`src/rtl/c_lfsr_ctrl.sv`:
```
// ---------------------------------------------------------------------------
// c_lfsr_ctrl
//   Sequencer and sharer for a single LFSR. Seeds the register, advances it
//   only when a word is handed out, and round-robin grants each fresh word to
//   one of num_ports requesters. A step counter flags when the sequence wraps.
//
//   The LFSR (Fibonacci, shift-left) and its feedback tap table are built in
//   here so the block is self-contained. index == 0 selects the base maximal
//   polynomial for the width; any other value selects its reciprocal (also
//   maximal). Widths above 32 fall back to a two-tap polynomial that is not
//   guaranteed maximal.
//
// Parameters
//   width      LFSR state width, >= 2
//   index      feedback polynomial select (0 base, else reciprocal)
//   complete   1: de Bruijn (period 2^width), 0: maximal (2^width-1)
//   num_ports  number of requesters, >= 1
//
// Ports
//   i_clk          clock, rising edge
//   i_reset        asynchronous reset, active low
//   i_seed_load    pulse: capture i_seed and (re)load the LFSR
//   i_seed         seed value, sampled with i_seed_load
//   i_enable       0: no grants, LFSR holds
//   i_req          per-port request for one word
//   o_gnt          one-hot grant (combinational)
//   o_rand_data    word delivered to the granted port, 0 when no grant
//   o_period_done  1-cycle pulse after the step counter wraps
//   o_seed_err     1-cycle pulse: zero seed in maximal mode replaced by ones
//   o_busy         1 while in LOAD
//
// Build option
//   C_LFSR_CTRL_AUTORESEED_EN : on period wrap, go through LOAD again with
//   the stored seed rotated left by one (one bubble cycle).
// ---------------------------------------------------------------------------
module c_lfsr_ctrl #(
    parameter int width     = 16,
    parameter int index     = 0,
    parameter int complete  = 0,
    parameter int num_ports = 4
) (
    input  logic                 i_clk,
    input  logic                 i_reset,
    input  logic                 i_seed_load,
    input  logic [width-1:0]     i_seed,
    input  logic                 i_enable,
    input  logic [num_ports-1:0] i_req,
    output logic [num_ports-1:0] o_gnt,
    output logic [width-1:0]     o_rand_data,
    output logic                 o_period_done,
    output logic                 o_seed_err,
    output logic                 o_busy
);

    localparam int PW = (num_ports > 1) ? $clog2(num_ports) : 1;
    localparam int CW = width + 1;

    // Maximal-length tap masks (bit t-1 set for tap t), widths 2..32.
    function automatic logic [width-1:0] f_taps();
        logic [31:0]      t;
        logic [width-1:0] m;
        logic [width-1:0] r;
        case (width)
            2:  t = 32'h0000_0003;
            3:  t = 32'h0000_0006;
            4:  t = 32'h0000_000C;
            5:  t = 32'h0000_0014;
            6:  t = 32'h0000_0030;
            7:  t = 32'h0000_0060;
            8:  t = 32'h0000_00B8;
            9:  t = 32'h0000_0110;
            10: t = 32'h0000_0240;
            11: t = 32'h0000_0500;
            12: t = 32'h0000_0829;
            13: t = 32'h0000_100D;
            14: t = 32'h0000_2015;
            15: t = 32'h0000_6000;
            16: t = 32'h0000_D008;
            17: t = 32'h0001_2000;
            18: t = 32'h0002_0400;
            19: t = 32'h0004_0023;
            20: t = 32'h0009_0000;
            21: t = 32'h0014_0000;
            22: t = 32'h0030_0000;
            23: t = 32'h0042_0000;
            24: t = 32'h00E1_0000;
            25: t = 32'h0120_0000;
            26: t = 32'h0200_0023;
            27: t = 32'h0400_0013;
            28: t = 32'h0900_0000;
            29: t = 32'h1400_0000;
            30: t = 32'h2000_0029;
            31: t = 32'h4800_0000;
            32: t = 32'h8020_0003;
            default: t = 32'h0;
        endcase
        m = '0;
        if (width <= 32) begin
            for (int b = 0; b < width && b < 32; b++) m[b] = t[b];
        end else begin
            m[width-1] = 1'b1;
            m[width-2] = 1'b1;
        end
        if (index == 0) return m;
        // Reciprocal polynomial: tap t moves to width-t, top tap stays.
        r = '0;
        r[width-1] = 1'b1;
        for (int b = 0; b < width - 1; b++) if (m[b]) r[width-2-b] = 1'b1;
        return r;
    endfunction

    localparam logic [width-1:0] TAPS   = f_taps();
    localparam logic [width-1:0] ONES   = '1;
    localparam logic [CW-1:0]    P_LAST = (complete != 0) ? {1'b0, ONES}
                                                          : ({1'b0, ONES} - CW'(1));

    // A zero seed would lock a maximal-mode LFSR; substitute all-ones.
    function automatic logic [width-1:0] f_fix(input logic [width-1:0] v);
        return ((complete == 0) && (v == '0)) ? ONES : v;
    endfunction

    typedef enum logic [1:0] {S_IDLE, S_LOAD, S_RUN} state_t;

    state_t          r_state;
    logic [width-1:0] r_lfsr;
    logic [width-1:0] r_seed_q;
    logic [PW-1:0]    r_ptr;
    logic [CW-1:0]    r_step;
    logic             r_period_done;
    logic             r_seed_err;
    logic             r_busy;

    logic             w_fb;
    logic [width-1:0] w_lfsr_nxt;
    logic             w_can;
    logic             w_found;
    logic             w_grant;
    logic [PW-1:0]    w_gidx;
    logic [PW-1:0]    w_ptr_nxt;
    logic [num_ports-1:0] w_gnt;

    // De Bruijn mode splices the all-zero state in after the 100..0 state.
    assign w_fb       = (^(r_lfsr & TAPS)) ^ ((complete != 0) && (r_lfsr[width-2:0] == '0));
    assign w_lfsr_nxt = {r_lfsr[width-2:0], w_fb};

    // seed_load wins over any request in the same cycle.
    assign w_can   = (r_state == S_RUN) && i_enable && !i_seed_load;
    assign w_grant = w_can && w_found;

    // First requesting port at or after the pointer, searched cyclically.
    always_comb begin
        int j;
        w_found = 1'b0;
        w_gidx  = '0;
        j       = 0;
        for (int k = 0; k < num_ports; k++) begin
            j = int'(r_ptr) + k;
            if (j >= num_ports) j = j - num_ports;
            if (!w_found && i_req[j]) begin
                w_found = 1'b1;
                w_gidx  = PW'(j);
            end
        end
    end

    always_comb begin
        w_gnt = '0;
        if (w_grant) w_gnt[w_gidx] = 1'b1;
    end

    assign w_ptr_nxt = (w_gidx == PW'(num_ports - 1)) ? '0 : (w_gidx + PW'(1));

    assign o_gnt         = w_gnt;
    assign o_rand_data   = w_grant ? r_lfsr : '0;
    assign o_period_done = r_period_done;
    assign o_seed_err    = r_seed_err;
    assign o_busy        = r_busy;

    always_ff @(posedge i_clk or negedge i_reset) begin
        if (!i_reset) begin
            r_state       <= S_IDLE;
            r_lfsr        <= ONES;
            r_seed_q      <= ONES;
            r_ptr         <= '0;
            r_step        <= '0;
            r_period_done <= 1'b0;
            r_seed_err    <= 1'b0;
            r_busy        <= 1'b0;
        end else begin
            r_period_done <= 1'b0;
            r_seed_err    <= 1'b0;
            if (i_seed_load) begin
                r_seed_q   <= f_fix(i_seed);
                r_seed_err <= (complete == 0) && (i_seed == '0);
            end
            case (r_state)
                S_IDLE: begin
                    if (i_seed_load) begin
                        r_state <= S_LOAD;
                        r_busy  <= 1'b1;
                    end
                end
                S_LOAD: begin
                    r_lfsr <= r_seed_q;
                    r_step <= '0;
                    // A new seed_load while loading keeps us here to pick it up.
                    if (!i_seed_load) begin
                        r_state <= S_RUN;
                        r_busy  <= 1'b0;
                    end
                end
                S_RUN: begin
                    if (i_seed_load) begin
                        r_state <= S_LOAD;
                        r_busy  <= 1'b1;
                    end else if (w_grant) begin
                        r_lfsr <= w_lfsr_nxt;
                        r_ptr  <= w_ptr_nxt;
                        if (r_step == P_LAST) begin
                            r_step        <= '0;
                            r_period_done <= 1'b1;
`ifdef C_LFSR_CTRL_AUTORESEED_EN
                            r_state  <= S_LOAD;
                            r_busy   <= 1'b1;
                            r_seed_q <= f_fix({r_seed_q[width-2:0], r_seed_q[width-1]});
`else
                            r_state  <= S_RUN;
`endif
                        end else begin
                            r_step <= r_step + CW'(1);
                        end
                    end
                end
                default: begin
                    r_state <= S_IDLE;
                    r_busy  <= 1'b0;
                end
            endcase
        end
    end

endmodule

```
`config.mk`:
```
export PLATFORM = sky130hd
export DESIGN_NAME = c_lfsr_ctrl
export DESIGN_NICKNAME = d
export VERILOG_FILES = /design/src/rtl/c_lfsr_ctrl.sv
export SDC_FILE = /design/constraint.sdc
export NUM_CORES = 1
export LEC_CHECK = 0
export CORE_MARGIN = 2
export CORE_UTILIZATION = 40
export CTS_BUF_LIST = sky130_fd_sc_hd__clkbuf_16
export CTS_CLUSTER_SIZE = 12
export DETAILED_ROUTE_END_ITERATION = 7
export PLACE_DENSITY = 0.67
export SYNTH_ARGS = -nofsm -noshare
export SYNTH_HDL_FRONTEND = slang
export SYNTH_SLANG_ARGS = --single-unit
export TNS_END_PERCENT = 10
```
`constraint.sdc`:
```
create_clock -name i_clk -period 2.3 [get_ports i_clk]
set_input_delay 0.23 -clock i_clk [delete_from_list [all_inputs] [get_ports i_clk]]
set_output_delay 0.23 -clock i_clk [all_outputs]
set_load 0.005 [all_outputs]
```
== Word level (Yosys, flattened, before mapping) ==
Cells that the tools add are included.

* Magnitude comparators: 10
* Eq/ne operators: 11
* Bitwise operators: 1
* Add/subtract/negate cells: 9
* Muxes and demuxes: 51
* Reduce and logical (&&, ||, !) cells: 20

{| class="wikitable"
|+ Operators by type and width
! kind !! number
|-
| < comparator 32 x 4 -> 1 bit (second input constant) || 4
|-
| 2-to-1 mux 32 bit || 4
|-
| 2-to-1 mux 16 bit || 4
|-
| 2-to-1 mux 17 bit || 3
|-
| case mux 17 bit (2 select lines) || 1
|-
| case mux 16 bit (2 select lines) || 1
|-
| 2-to-1 mux 1 bit || 20
|-
| 2-to-1 mux 2 bit || 10
|-
| adder 17 x 1 -> 17 bit (second input constant) || 1
|-
| equality test 17 x 16 -> 1 bit (second input constant) || 1
|-
| logical NOT 16 bit || 1
|-
| XOR reduction 16 bit || 1
|-
| subtractor 3 x 3 -> 4 bit (second input constant) || 3
|-
| >= comparator 3 bit (second input constant) || 3
|-
| binary-select mux 1 bit (select 2 bit) || 4
|-
| inequality test 2 bit (second input constant) || 4
|-
| logical AND 1 bit || 7
|-
| adder 2 x 2 -> 3 bit (second input constant) || 2
|-
| case mux 2 bit (3 select lines) || 1
|-
| AND reduction 3 bit || 2
|-
| equality test 2 bit (second input constant) || 2
|-
| logical NOT 1 bit || 4
|-
| 2-to-1 mux 4 bit || 1
|-
| AND reduction 4 bit || 1
|-
| 17 further kinds || 17
|}

* Output and inout port bits: 23
* Input bits: 24
* Register bits: 56
* Word-level logic and storage cells: 110

== Depth between registers and ports, before layout ==
Gate-level depths: netlist of the first run.

* Depth in word-level cells: 20
* Mapped depth: 8
* Depth with buffers taken out: 6

== Worst setup path before layout of the first run ==
No wires, ideal clock.

* Path type: register -> register
* Start point: reg r_step[0]
* End point: reg r_step[15]
* Data required time: 2162 ps
* Data arrival time: 1703 ps
* Period minus slack after synthesis: 1841 ps
* Buffers on the path: 2
* Stages on the path, launching flop included: 9
* Setup slack: 459 ps
* Setup time: 138 ps
* Cell sequence: dfrtp_1 > inv_1 > ha_1 > nand4b_1 > or4_1 > buf_6 > buf_8 > a41oi_2 > a31oi_1

* Cells in the longest elaborated chain, start to end: 5
* Elaborated cells on any way between the ends: 6
* Those cells by class: 1 x add/sub; 1 x eq/ne; 4 x mux

{| class="wikitable"
|+ Ends and longest elaborated chain
! element !! RTL line !! source
|-
| from (decl) || 128 || <nowiki>logic [CW-1:0] r_step;</nowiki>
|-
| from (signal assigned) || 230 || <nowiki>r_step <= r_step + CW'(1);</nowiki>
|-
| adder 17 x 1 -> 17 bit / equality test 17 x 16 -> 1 bit (equally long branches) || 230, 219 ||
|-
| 2-to-1 mux 17 bit * || 219 || <nowiki>if (r_step == P_LAST) begin</nowiki>
|-
| 2-to-1 mux 17 bit * || 216 || <nowiki>end else if (w_grant) begin</nowiki>
|-
| 2-to-1 mux 17 bit * || 213 || <nowiki>if (i_seed_load) begin</nowiki>
|-
| case mux 17 bit (2 select lines) * || 196 || <nowiki>case (r_state)</nowiki>
|}

Every way passes the cells marked *; elsewhere a longest branch is shown, timed or not. The select of a mux whose other input is x is not followed.
A chain may end at the register's enable or synchronous reset.

== Worst setup path after layout of the first run ==
* Start point: in i_seed_load
* End point: out o_rand_data[15]

* Cells in the longest elaborated chain, start to end: 4

{| class="wikitable"
|+ Ends and longest elaborated chain
! element !! RTL line !! source
|-
| from (decl) || 44 || <nowiki>input logic i_seed_load,</nowiki>
|-
| logical NOT 1 bit || n/a ||
|-
| logical AND 1 bit || 147 || <nowiki>assign w_can = (r_state == S_RUN) && i_enable && !i_seed_load;</nowiki>
|-
| logical AND 1 bit || 148 || <nowiki>assign w_grant = w_can && w_found;</nowiki>
|-
| 2-to-1 mux 16 bit || 174 || <nowiki>assign o_rand_data = w_grant ? r_lfsr : '0;</nowiki>
|-
| to (decl) || 49 || <nowiki>output logic [width-1:0] o_rand_data,</nowiki>
|}

Every way passes these cells.

==> run summary, run 1 <==
Leaving out fill and tap cells, the most frequent cells in the layout are clkdlybuf4s50_1, mux2i_1, dfstp_2. The path class of the lowest-slack min-delay path is primary input to async pin. Measured along the y axis, the die boundary spans about 92 um. The first-pass GRT wire length is around 12000 um. The worst voltage drop across the vdd grid is roughly 0.4 mV. The number of buffers inserted by hold repair at cts is 0. The cell area after placement is between 3000 and 4000 um2.

The detailed-placement wirelength estimate came out at slightly below 5000 um. The tree is rooted in a clkbuf_16. The count of pins over their slew limit is 0. The endpoint required time on the critical path came out at between 2 and 2.5 ns. The global-route usage over all layers is 16.9%. The flow ran to the end, and the final reports show no timing, DRC or antenna violations. The count of antenna-violating nets left after detailed routing came out at 0. The fraction of layout cells with a size suffix above 1 came out at between 20% and 30%. The global placer's final weighted congestion came out at slightly above 0.8. The remaining global-route overflow came out at 0. Once the floorplan was initialized, standard cells occupied between 40% and 50% of the core.

The count of standard-cell rows came out at 32. The placeable core region is between 7000 and 8000 um2. The tool flagged a number of max-cap violations equal to 0. The minimum setup slack after placement came out at -0.373 ns.

The number of clock sinks seen by CTS came out at 56. The cell area that synthesis handed to floorplanning was about 3100 um2. The number of global-route vias before repair came to 2405.

The worst max-slew margin expressed relative to the limit is between 50% and 60%. The worst-case reg-to-reg path depth is 7. The part of the power in combinational logic came out at 19.0%. The total net switching power is 0.679 mW. The slew at the pin closest to its max-slew limit is about 0.71 ns. The fraction of synthesis flops using an asynchronous set or reset pin came out at between 90% and 100%. Registers are responsible for between 40 and 50% of the overall power. The worst clock skew came out at about 0.0048 ns. The number of failing setup endpoints in the final timing report is 0. The worst setup path is launched from a primary input. Entering global routing, the biggest net connects 57 pins.

The dominant synthesized flop cell is dfstp_2. The fraction of synthesized cell area taken by the top area cell type is between 20 and 30%. The fraction of power spent switching nets came out at a little over a quarter. The number of unique standard cell types used by synthesis is 50. The area of all placed cells without fillers is roughly 4000 um2. In this run the critical register-to-register path is launched from r_step[0].

The fmax is 0.452 GHz. The clock tree from TritonCTS is built. The count of flip-flops with a built-in enable after synthesis came out at 0. The horizontal die dimension came out at between 90 and 100 um. Dividing the detail-routed wire length by the instance count gives around 15 um.

The number of inserted filler cells in the final layout came out at a little over 700. The number of placed cells counting well taps is approximately 450. The kind of capture point of the worst setup path is a primary output. The remaining design rule violation count came out at 0. After synthesis, flip-flops and latches occupy ~47% of the total area. The synthesized flop and latch total is 56. The endpoint arrival time on the critical path came out at slightly below 2 ns.

The number of synthesis warnings is 0. In the routed layout, each cell is associated on average with a via count of 5.26. The number of DRC markers in iteration 0 is between 90 and 100.

The number of buffers between clock root and the deepest sink is 2. Total power for the finished layout comes to 2.57 mW. The final number of hold-violating endpoints came to 0. For this design the ratio of total power to cell area is 651 nW/um2. The worst register-to-register path has a setup slack of ~0.3 ns. The first detailed-routing pass took 4 iterations. The critical path is of the primary input to primary output type. The most common library cell in the layout ignoring fill and taps is clkdlybuf4s50_1.

After clock tree synthesis, the clock-pin slew on the worst setup and hold paths is 0.07 ns. The H-tree depth reported by CTS is 2. The final layout contains between 300 and 400 nets. The final layout contains routed wiring with a total length of between 6000 and 7000 um. Of the total power, the clock network draws roughly a third. The initial antenna violation count is 0. The layout overhead on the synthesized area came out at 28.3%. The count of boundary I/O pins came out at 47.

The leakage power came out at 1.76 nW. The largest fanout on the critical path is 13. The mean post-synth cell area is slightly above 10 um2. The clock insertion delay at the later pin of the skew report is between 0.2 and 0.3 ns. The endpoint of the lowest-slack register-to-register path is r_step[6]. The number of antenna diodes came out at 0.

The final cell count without fillers is roughly 460. The number of nets in the synthesized netlist came out at 330. The total via count in the routed design is between 2000 and 2500. Internal power comes to 1.89 mW. The die outline area is 8430 um2. Counting the buffers created by CTS gives 5. The share of the cycle needed by the critical path after routing is between 90% and 100%. Ranked by total cell area, the synthesized netlist is headed by dfstp_2, dfrtp_1, mux2i_1. Summed over all instances, the cell type with the most area after synthesis is dfstp_2. Setup repair after global routing left no endpoint under its margin. The count of input and output buffers is 46. The clock period could shrink to 2.21 ns.

The cell count after synthesis is 300. The worst hold slack came out at 0.0734 ns. The minimum setup slack in the final design came out at roughly 0.09 ns.
==> registers in the layout, indices dropped and copies added (netlist names) <==
signal,flops
o_busy,1
o_period_done,1
o_seed_err,1
r_lfsr,16
r_ptr,2
r_seed_q,16
r_state,2
r_step,17
==> power groups by stage <==
stage	clock network [mW]	registers, mW	logic, mW
2_1_floorplan	0	1.25	0.303
3_3_place_gp	0	1.29	0.462
3_5_place_dp	0	1.29	0.480
4_1_cts	0.833	1.27	0.495
5_1_grt	0.869	1.29	0.559
6_report	0.813	1.27	0.490
==> area by class of cell <==
| class | count | area, um2 | share of cell area [%] |
|---|---|---|---|
| Clock buffer | 6 | 150 | 3.80 |
| Clock inverter | 2 | 12.5 | 0.316 |
| Inverter | 4 | 15.0 | 0.380 |
| Multi-Input combinational cell | 226 | 1590 | 40.2 |
| Sequential cell | 56 | 1440 | 36.4 |
| Tap cell | 102 | 128 | 3.23 |
| Timing Repair Buffer | 67 | 621 | 15.7 |
==> per-stage QoR <==
stage / setup TNS, ns / util (%)
finish: 0 / 52.0
global route: 0 / 52.0
CTS: 0 / 52.0
detailed placement: -6.89 / 49.4
global placement: -5.97 / 49.4
floorplan: 0 / -
==> how the worst max path moves through the flow <==
| stage | to | startpoint | slack (ns) | depth (start not counted) |
|---|---|---|---|---|
| CTS | o_rand_data[15] | i_seed_load | 0.08 | 5 |
| detailed placement | o_rand_data[15] | i_seed_load | -0.37 | 5 |
| finish | o_rand_data[15] | i_seed_load | 0.09 | 5 |
| global route | o_gnt[0] | i_req[2] | 0.005 | 10 |
| floorplan | r_step[15] | r_step[0] | 0.46 | 8 |
| global placement | o_rand_data[15] | i_seed_load | -0.33 | 5 |
==> layer usage <==
metal  GRT usage, %  vias up  routed length [um]
met5              0        -                   0
met4           2.24        0                   0
li1               -     1208                   -
met3           2.22        0                 213
met1           23.4     1183                3210
met2           29.1       45                3540
==> what timing repair did <==
action                                 in CTS  in global routing
setup buffers                               1                  0
gates resized for setup                     8                  0
setup endpoints to repair                  20                  0
endpoints found under the hold margin       0                  0
==> cells in the mapped netlist (4+ instances only) <==
master / instances
nand3_1: 5
nand2b_1: 4
clkbuf_1: 8
a21o_1: 4
and2_1: 21
a41oi_1: 5
mux2i_1: 32
ha_1: 6
nand2_1: 25
nor2_1: 30
inv_1: 4
o21ai_0: 6
nor3_1: 4
a21oi_1: 18
dfrtp_1: 24
or4_1: 4
dfstp_2: 32
a31oi_1: 16
==> cells by family (layout without fill, tap and decap cells) <==
| kind of cell | count (synthesis) | after routing | share of synthesized area [%] |
|---|---|---|---|
| compound gates | 68 | 68 | 15.5 |
| flops | 56 | 56 | 46.7 |
| simple gates | 113 | 114 | 20.0 |
| xor+xnor | 3 | 3 | 0.852 |
| mux | 35 | 35 | 11.5 |
| buf+inv | 19 | 79 | 3.00 |
| fa+ha+maj | 6 | 6 | 2.43 |
==> critical path, stage by stage <==
cell and delay [ns]:
clkdlybuf4s50_1 0.44, nand4bb_4 0.29, nor2_4 0.29, and2_1 0.22
clkdlybuf4s50_1 0.51
No activity file was read; power rests on OpenSTA's default activity.
==> run 2: changes to the inputs <==
--- a/config.mk
+++ b/config.mk
@@ -5,7 +5,7 @@
 export SDC_FILE = /design/constraint.sdc
 export NUM_CORES = 1
 export LEC_CHECK = 0
-export CORE_MARGIN = 2
+export ABC_CLOCK_PERIOD_IN_PS = 2300
 export CORE_UTILIZATION = 40
 export CTS_BUF_LIST = sky130_fd_sc_hd__clkbuf_16
 export CTS_CLUSTER_SIZE = 12
==> run summary, run 2 (same netlist as run 1, synthesis figures left out) <==
The reg-to-reg critical path startpoint is r_step[0] (unchanged). The area occupied by registers is 1440 um2 (unchanged). The count of boundary I/O pins is 47 (unchanged). The vertical die dimension is 89.8 um (was 91.8 um). The most common library cell in the layout ignoring fill and taps is clkdlybuf4s50_1 (unchanged).

The count of antenna-violating nets left after detailed routing was 0 (unchanged). The count of pins over their slew limit came out at 0 (unchanged). The global placer's final weighted congestion is 0.823 (was 0.809). The detailed-placement wirelength estimate is 5050 um (was 4840 um). The number of buffers between clock root and the deepest sink is 2 (unchanged).

The number of DRC markers in iteration 0 was 72 (was 93). The horizontal die dimension was 89.8 um (was 91.8 um). The die outline area is 8070 um2 (was 8430 um2).

The remaining design rule violation count came out at 0 (unchanged). The total power is 2.54 mW (was 2.57 mW). The number of clock sinks seen by CTS is 56 (unchanged). The H-tree depth reported by CTS came to 2 (unchanged). The register containing the most flip-flops in the final layout is r_step (unchanged). The number of flip-flops under the largest register name is 17 (unchanged). Outcome: finished clean (unchanged).

The global-route usage over all layers came out at 17.8% (was 16.9%). The worst clock skew came out at 0.00711 ns (was 0.00476 ns). The share of the cycle needed by the critical path after routing is 95.3% (was 96.1%). The minimum period implied by the final worst setup slack is 2.19 ns (was 2.21 ns).

The fmax is 0.456 GHz (was 0.452 GHz). The worst stage delay on the critical path is 0.44 ns (was 0.51 ns). The detailed-route vias per instance came out at 5.36 (was 5.26).

The leakage power came out at 1.78 nW (was 1.76 nW). The path class of the lowest-slack min-delay path is primary input to async pin (unchanged). The placeable core region came out at 7370 um2 (was 7610 um2). The multi-input combinational cell area was 1610 um2 (was 1590 um2). Cell-by-cell listing of the critical path: clkdlybuf4s50_1 -> buf_4 -> and3_1 -> a211oi_2 -> buf_4 -> inv_1 -> ha_1 -> and2_1 -> dlygate4sd2_1 (was clkdlybuf4s50_1 -> nand4bb_4 -> nor2_4 -> and2_1 -> clkdlybuf4s50_1). The global-route track usage on met2 came out at 31.2% (was 29.1%). The first-pass iteration count of the detailed router came out at 4 (unchanged). The endpoint required time on the critical path came out at 2.07 ns (about the same). The worst-case reg-to-reg path depth was 7 (unchanged). The most utilized layer in the global route result is met2 (unchanged). The count of input and output buffers came out at 46 (unchanged). The largest fanout on the critical path came out at 4 (was 13).

The count of standard-cell rows is 31 (was 32). The final number of hold-violating endpoints was 0 (unchanged). The routed length per instance is 14.9 um (was 15.0 um). The first-pass GRT wire length was 11800 um (about the same). The starting density of the core is 41.9% (was 40.5%). The cell with the largest stage delay on the worst path is clkdlybuf4s50_1 (unchanged). Largest regs: r_step (17), r_lfsr (16), r_seed_q (16) (unchanged). The fraction of layout cells with a size suffix above 1 came out at 22.8% (was 21.6%). The total via count in the routed design is 2480 (was 2436). The worst max-slew margin expressed relative to the limit is 53.4% (was 52.8%). The global-route track usage on met3 is 2.79% (was 2.22%). Commonest non-fill, non-tap cells in the layout: clkdlybuf4s50_1, mux2i_1, dfstp_2 (unchanged).

Unrepaired setup endpoints after global routing: no (unchanged). The kind of critical path is primary input to primary output (unchanged). The post-detailed-routing wire length is 6920 um (was 6960 um). The clock-pin slew of the registers on the worst-case setup and hold paths came out at 0.07 ns (about the same).

The initial antenna violation count came to 0 (unchanged). The number of failing setup endpoints in the final timing report is 0 (unchanged). The layout overhead on the synthesized area is 29.3% (was 28.3%). The worst hold slack is 0.356 ns (was 0.0734 ns). The remaining global-route overflow is 0 (unchanged). The register-to-register setup slack is 0.36 ns (was 0.30 ns).

The worst voltage drop across the vdd grid came out at 0.381 mV (was 0.411 mV). The number of antenna diodes came out at 0 (unchanged). The most repeated library cell on the critical path is buf_4 (was clkdlybuf4s50_1). The kind of capture point of the worst setup path was a primary output (unchanged). The clock tree from TritonCTS is built (unchanged). The number of inserted filler cells in the final layout came to 690 (was 724). The net total in the final layout came out at 393 (was 390). The minimum setup slack after placement came out at -0.323 ns (was -0.373 ns). The root cell of the clock tree is clkbuf_16 (unchanged).

The final cell utilization of the core came out at 54.1% (was 52.0%). The minimum setup slack in the final design is 0.107 ns (was 0.0892 ns). The clock insertion delay at the later pin of the skew report was 0.29 ns (about the same). The endpoint arrival time on the critical path is 1.96 ns (was 1.98 ns). The aggregate negative setup slack is 0 ns (unchanged). The number of max-cap violations is 0 (unchanged). The slew at the pin closest to its max-slew limit came out at 0.700 ns (was 0.707 ns). The launching element type of the critical path was a primary input (unchanged).

The number of global-route vias before repair is 2448 (was 2405). The power density relative to cell area came to 636 nW/um2 (was 651 nW/um2). The global routing met1 resource utilization came out at 23.0% (was 23.4%). The pin count of the biggest net entering global routing is 32 (was 57). The endpoint of the lowest-slack register-to-register path is r_step[12] (was r_step[6]). The TritonCTS buffer count is 5 (unchanged).
run 2: stage by stage:
stage	std cells	area, um2
final	463	3990
after global placement	452	3770
after global routing	463	3990
after CTS	463	3970
after floorplan	300	3080
after detailed placement	452	3770
run 2: timing repair:
action	in CTS	in global routing
gates resized for setup	10	2
hold endpoints to repair	11	0
endpoints found under the setup margin	20	7
pin swaps	2	0
hold buffers	1	0
cloned	1	0
setup buffers	1	0
run 2: worst max-delay path: cells and delay by family:
family | cells | cell delay [ns]
fa+ha+maj | 1 | 0.19
simple gates | 2 | 0.30
compound gates | 1 | 0.19
buf+inv | 5 | 1.06
run 2: worst max-delay path by stage:
| stage | start | end | slack [ns] | cells after the start |
|---|---|---|---|---|
| after floorplan | r_step[0] | r_step[15] | 0.46 | 8 |
| after global placement | i_enable | o_rand_data[15] | -0.28 | 5 |
| after detailed placement | i_enable | o_rand_data[10] | -0.32 | 5 |
| after CTS | i_req[1] | o_rand_data[10] | 0.05 | 7 |
| after global routing | i_req[2] | o_gnt[0] | 0.005 | 9 |
| final | i_req[2] | o_gnt[0] | 0.11 | 9 |
run 2: area by class of cell:
type / instances / area share (%)
Inverter: 4 / 0.376
Clock buffer: 5 / 3.14
Clock inverter: 3 / 0.533
Multi-Input combinational cell: 226 / 40.2
Sequential cell: 56 / 36.1
Timing Repair Buffer: 70 / 16.5
Tap cell: 99 / 3.11
run 2: report_power, final:
| part | leakage, nW | internal, mW | switching (mW) |
|---|---|---|---|
| sequential | 0.662 | 1.17 | 0.109 |
| combinational | 1.04 | 0.257 | 0.236 |
| clock | 0.0760 | 0.409 | 0.356 |
| total | 1.78 | 1.84 | 0.700 |
run 2: metal layers:
| metal | up-vias | wire [um] |
|---|---|---|
| met3 | 8 | 244 |
| met1 | 1201 | 3140 |
| met5 | - | 0 |
| met2 | 49 | 3460 |
| met4 | 0 | 70 |
| li1 | 1222 | - |
